$ cat src/rtl/puf_auth_pkg.sv
// Shared types and defaults for the PUF signature collection / authentication stage.
package puf_auth_pkg;

  typedef enum logic [1:0] {
    S_IDLE,
    S_COLLECT,
    S_COMPARE,
    S_DONE
  } state_e;

  localparam int SIG_W_DEF  = 128;
  localparam int THRESH_DEF = 12;

  // Width needed to hold a count from 0 up to and including n.
  function automatic int hd_width(input int n);
    return $clog2(n + 1);
  endfunction

endpackage

$ cat src/rtl/puf_hd_accum.sv
// Serial popcount: loads a difference vector, scans one bit per cycle, counts ones.
module puf_hd_accum #(
  parameter int SIG_W = 128,
  parameter int HD_W  = 8
) (
  input  logic             clk,
  input  logic             rst,
  input  logic             i_load,
  input  logic [SIG_W-1:0] i_vec,
  input  logic             i_en,
  output logic [HD_W-1:0]  o_cnt_nxt,
  output logic             o_last
);

  logic [SIG_W-1:0] r_vec;
  logic [HD_W-1:0]  r_cnt;
  logic [HD_W-1:0]  r_left;
  logic [HD_W-1:0]  w_cnt_nxt;

  assign w_cnt_nxt = r_cnt + HD_W'(r_vec[0]);
  assign o_cnt_nxt = w_cnt_nxt;
  // High in the cycle that scans the final bit, so the caller can retire on this edge.
  assign o_last    = (r_left == HD_W'(1));

  always_ff @(posedge clk or posedge rst) begin
    if (rst) begin
      r_vec  <= '0;
      r_cnt  <= '0;
      r_left <= '0;
    end else if (i_load) begin
      r_vec  <= i_vec;
      r_cnt  <= '0;
      r_left <= HD_W'(SIG_W);
    end else if (i_en && (r_left != '0)) begin
      r_vec  <= r_vec >> 1;
      r_cnt  <= w_cnt_nxt;
      r_left <= r_left - HD_W'(1);
    end
  end

endmodule

$ cat src/rtl/puf_sig_auth.sv
// Collects PUF response bits into a signature, then enrolls it as golden or
// authenticates it by serial Hamming distance against the stored golden.
module puf_sig_auth
  import puf_auth_pkg::*;
#(
  parameter int SIG_W  = SIG_W_DEF,
  parameter int HD_W   = hd_width(SIG_W_DEF),
  parameter int THRESH = THRESH_DEF
) (
  input  logic             clk,
  input  logic             rst,
  input  logic             start,
  input  logic             enroll,
  input  logic             bit_valid,
  input  logic             bit_in,
  output logic [SIG_W-1:0] sig,
  output logic             golden_valid,
  output logic             busy,
  output logic             done,
  output logic             pass,
  output logic [HD_W-1:0]  hd
);

  localparam int IW = $clog2(SIG_W);

  state_e           r_state, w_state_nxt;
  logic             r_mode;
  logic [IW-1:0]    r_idx;
  logic [SIG_W-1:0] r_sig, r_golden;
  logic             r_golden_valid;
  logic [HD_W-1:0]  r_hd;
  logic             r_pass;

  logic [SIG_W-1:0] w_sig_nxt;
  logic             w_idx_last;
  logic             w_acc_load;
  logic             w_acc_en;
  logic [HD_W-1:0]  w_cnt_nxt;
  logic             w_acc_last;

  // Signature including the bit being written this cycle; used both for the
  // register update and so the final bit reaches golden/compare on the same edge.
  always_comb begin
    w_sig_nxt        = r_sig;
    w_sig_nxt[r_idx] = bit_in;
  end

  assign w_idx_last = bit_valid && (r_idx == IW'(SIG_W - 1));
  assign w_acc_load = (r_state == S_COLLECT) && w_idx_last && !r_mode && r_golden_valid;
  assign w_acc_en   = (r_state == S_COMPARE);

  puf_hd_accum #(
    .SIG_W (SIG_W),
    .HD_W  (HD_W)
  ) u_accum (
    .clk       (clk),
    .rst       (rst),
    .i_load    (w_acc_load),
    .i_vec     (w_sig_nxt ^ r_golden),
    .i_en      (w_acc_en),
    .o_cnt_nxt (w_cnt_nxt),
    .o_last    (w_acc_last)
  );

  always_ff @(posedge clk or posedge rst) begin
    if (rst) r_state <= S_IDLE;
    else     r_state <= w_state_nxt;
  end

  always_comb begin
    w_state_nxt = r_state;
    case (r_state)
      S_IDLE:    if (start) w_state_nxt = S_COLLECT;
      S_COLLECT: if (w_idx_last) w_state_nxt = w_acc_load ? S_COMPARE : S_DONE;
      S_COMPARE: if (w_acc_last) w_state_nxt = S_DONE;
      S_DONE:    w_state_nxt = S_IDLE;
      default:   w_state_nxt = S_IDLE;
    endcase
  end

  always_ff @(posedge clk or posedge rst) begin
    if (rst) begin
      r_mode         <= 1'b0;
      r_idx          <= '0;
      r_sig          <= '0;
      r_golden       <= '0;
      r_golden_valid <= 1'b0;
      r_hd           <= '0;
      r_pass         <= 1'b0;
    end else begin
      case (r_state)
        S_IDLE: begin
          if (start) begin
            r_mode <= enroll;
            r_sig  <= '0;
            r_idx  <= '0;
            r_hd   <= '0;
            r_pass <= 1'b0;
          end
        end
        S_COLLECT: begin
          if (bit_valid) begin
            r_sig <= w_sig_nxt;
            r_idx <= r_idx + IW'(1);
            if (w_idx_last) begin
              if (r_mode) begin
                r_golden       <= w_sig_nxt;
                r_golden_valid <= 1'b1;
                r_hd           <= '0;
                r_pass         <= 1'b1;
              end else if (!r_golden_valid) begin
                r_hd   <= HD_W'(SIG_W);
                r_pass <= 1'b0;
              end
            end
          end
        end
        S_COMPARE: begin
          r_hd <= w_cnt_nxt;
          if (w_acc_last) r_pass <= (w_cnt_nxt <= HD_W'(THRESH));
        end
        default: ;
      endcase
    end
  end

  assign sig          = r_sig;
  assign golden_valid = r_golden_valid;
  assign busy         = (r_state == S_COLLECT) || (r_state == S_COMPARE);
  assign done         = (r_state == S_DONE);
  assign pass         = r_pass;
  assign hd           = r_hd;

endmodule

$ cat config.mk
export PLATFORM = sky130hd
export DESIGN_NAME = puf_sig_auth
export DESIGN_NICKNAME = d
export VERILOG_FILES = /design/src/rtl/puf_auth_pkg.sv /design/src/rtl/puf_hd_accum.sv /design/src/rtl/puf_sig_auth.sv
export SDC_FILE = /design/constraint.sdc
export NUM_CORES = 1
export LEC_CHECK = 0
export CORE_MARGIN = 4
export CORE_UTILIZATION = 59
export DETAILED_ROUTE_END_ITERATION = 10
export PLACE_DENSITY = 0.77
export SLEW_MARGIN = 5
export SYNTH_ARGS = -nofsm -noshare
export SYNTH_HDL_FRONTEND = slang
export SYNTH_SLANG_ARGS = --single-unit
$ cat constraint.sdc
create_clock -name clk -period 21 [get_ports clk]
set_input_delay 6.3 -clock clk [delete_from_list [all_inputs] [get_ports clk]]
set_output_delay 6.3 -clock clk [all_outputs]
set_load 0.05 [all_outputs]
==> results by group <==
Floorplanning
  – Die extent in y: 192 µm
  – Die extent in x: 192 µm
  – I/O pin count: 146
  – Total Die Area: 37100 µm²
  – Starting Density: 0.599
  – Area of the placeable core: 33500 µm²
  – # rows: 67

Pwr
  – Worst vdd ir: 0.0752 mV
  – LEAKAGE: 10.5 nW
  – Power per Cell Area: 107 nW/µm²
  – Final total power: 0.00249 W

Clock network
  – Number of buffers created by CTS: 45
  – Clock edge transition at the registers on the reported setup and hold paths: 60 ps
  – Longest Clk Path Bufs: 3
  – Clock latency on the worst-skew pair: 550 ps
  – Post-CTS Hold Buffers: 0
  – Clock Root Buffer: clkbuf_16
  – Number of H-tree branching levels: 2
  – Gates resized, CTS repair: 0
  – Buffers inserted by post-CTS timing repair: 0
  – TritonCTS sink count: 420
  – Clock tree from TritonCTS: done

STA
  – Highest clock rate: 113 MHz
  – Setup-violating endpoint count in the final report: 0
  – Worst relative slew slack: 0.143
  – Post-route fraction of the period consumed by the critical path: 0.423
  – Setup repair after global routing missed its margin: false
  – Transition time at the pin with the least slew margin: 1270 ps
  – Final hold vios: 0
  – Skew final: 10.7 ps
  – Final critical delay including setup and external delays: 8880 ps
  – Max-slew violation count: 0
  – Sum Neg Setup Slack: 0 ps

Status
  – Status: completed

Yosys
  – Cells after synthesis: 2195
  – Cell type contributing the most total cell area after synthesis: dfrtp_1
  – Number of register bits inferred by synthesis: 420
  – Async S/R FF share, synth: 1.00
  – Top-count cell post-synth: nand2_1
  – Fraction of post-synthesis cell area in the top cell type by area: 0.523
  – Count of distinct cell types in the synthesized netlist: 48
  – Sequential element share of the synthesized area: 0.523
  – Number of nets in the synthesized netlist: 2212
  – Most frequent cells after synthesis: 496 x nand2_1, 420 x dfrtp_1, 262 x a21oi_1
  – Area of the mapped netlist: 20100 µm²
  – Post-synth EDFFs: 0
  – Post-Syn Area per Cell: 9.15 µm²
  – Most used DFF post-synth: dfrtp_1
  – Synth area leaders: dfrtp_1 52%, nand2_1 9.3%, a21oi_1 6.5%
  – Total number of yosys warnings: 0

Setup path
  – Delay of the slowest cell on the worst path: 960 ps
  – Critical path launch point type: primary input
  – CP Capture Type: register
  – Family of cells with the greatest summed delay on the critical path: buffers and inverters
  – Peak fanout along the critical path: 118
  – Required time at the worst-slack endpoint: 21360 ps
  – Arrival time at the worst endpoint: 9230 ps
  – Buf+Inv Stages, Crit Path: 2
  – Cells traversed along the worst timing path: clkdlybuf4s50_1 > nand3_1 > nor2_1 > and3_4 > buf_4 > a21oi_1
  – Slowest library cell on the worst path: buf_4
  – Critical path class: primary input to register

Routing
  – DRC errors left: 0
  – Total wirelength of the detailed-routed design: 51.9 mm
  – Per-cell routed wire length: 19.0 µm
  – Count of vias placed by the detailed router: 16000
  – Via-per-instance ratio: 5.84
  – Number of iterations in the first detailed-routing pass: 7
  – Drt first-iter violations: 1469
  – Post-DRT Antenna Nets: 0

Layout
  – Util after Layout: 0.694
  – NumNets Final: 2267
  – Proportion of layout cells with a drive suffix above 1: 0.0560
  – Antenna cells: 0
  – Filler instances: 2562
  – Signed area change from the synthesized netlist to the final layout: 15.8%

GRT
  – Largest net degree at the start of global routing: 132
  – Antenna violations before repair: 0
  – Aggregate global routing overflow: 0
  – Via count of the first global-routing pass: 15900
  – Aggregate global-route resource usage: 0.281
  – First-pass GRT wire length: 83.9 mm

Run
  – Max-cap check violation count: 0

Placement
  – Global placement routability congestion: 0.818
  – Detailed placer's ending HPWL: 30.3 mm
  – Port buffer count: 145

Hold path
  – Class of the tightest hold or removal check: register to register
-- metrics by stage --
stage                     instance area [µm²]  hold slack (ps)  std cells  worst slack, ps
after detailed placement                21700              470       2651            11450
after global routing                    23300              508       2735            11700
after CTS                               23300              485       2735            12040
after global placement                  21700              461       2651            11470
after floorplan                         20100              469       2195             3010
final                                   23300              482       2735            12120
-- power breakdown --
part	switching [W]	internal [W]
clock	0.000330	0.000491
combinational	0.000454	0.000197
sequential	0.0000915	0.000929
total	0.000875	0.00162
-- routing by layer --
layer  global-route usage  wire [µm]  vias to the layer above  share of wire
li1                     -          -                     7439              -
met1                0.382      21900                     7890           0.42
met2                0.460      24700                      527           0.48
met3               0.0432       3240                      119          0.062
met4                0.108       2060                        0          0.040
met5                    0          0                        -              0
-- layout by cell type, fill, tap and decap left out, types with 6 or more instances in the layout --
cell type and instances:
mux2i_1 128, clkdlybuf4s50_1 144, buf_4 26, and3_1 129, dfrtp_1 420, a21oi_1 262, or3_1 7, clkbuf_16 47
xnor2_1 8, ha_1 11, xor2_1 140, nand3_1 13, clkbuf_8 9, o21ai_0 137, clkbuf_1 6, nand2_1 495
inv_1 7, nor2_1 195, nor4bb_1 6, clkinv_2 13
-- flip-flops by register name, summed over array words and instances (netlist names) --
register / flops
r_idx: 7
u_accum.r_cnt: 8
u_accum.r_left: 8
sig: 128
r_state: 2
r_golden: 128
r_mode: 1
u_accum.r_vec: 128
hd: 8
pass: 1
golden_valid: 1
-- final timing paths --
check	start	to	slack, ps	cells after the start
min in group asynchronous	rst	sig[86]$_DFFE_PP0P_	6320	2
worst max-delay path	bit_valid	r_golden[2]$_DFFE_PP0P_	12120	6
worst max register to register	r_idx[4]$_DFFE_PP0P_	r_golden[2]$_DFFE_PP0P_	17240	6
max in group asynchronous	rst	u_accum.r_vec[9]$_DFFE_PP0P_	12230	4
worst min-delay path	hd[4]$_DFFE_PP0P_	hd[4]$_DFFE_PP0P_	480	2
worst min register to register	hd[4]$_DFFE_PP0P_	hd[4]$_DFFE_PP0P_	480	2
-- layout make-up --
type	count	area [µm²]	area share
inverter	8	37.5	0.00161
sequential	420	10500	0.452
multi-input combinational	1605	8960	0.385
timing repair buffer	170	1640	0.0704
clock inverter	22	226	0.00974
tap	448	561	0.0241
clock buffer	62	1320	0.0569
-- worst register-to-register path, cell delays in order (launching register included) --
cell and delay, ps:
dfrtp_1 340, buf_4 310, nand4_1 520, nor2_1 530, and3_4 600, buf_4 970
a21oi_1 300
-- logic make-up after synthesis --
kind of cell    synth area share
fa+ha+maj                0.00685
compound gates             0.108
mux                       0.0644
xor+xnor                  0.0646
flops                      0.523
buf+inv                   0.0352
simple gates               0.198
(Power assumes the default switching activity.)
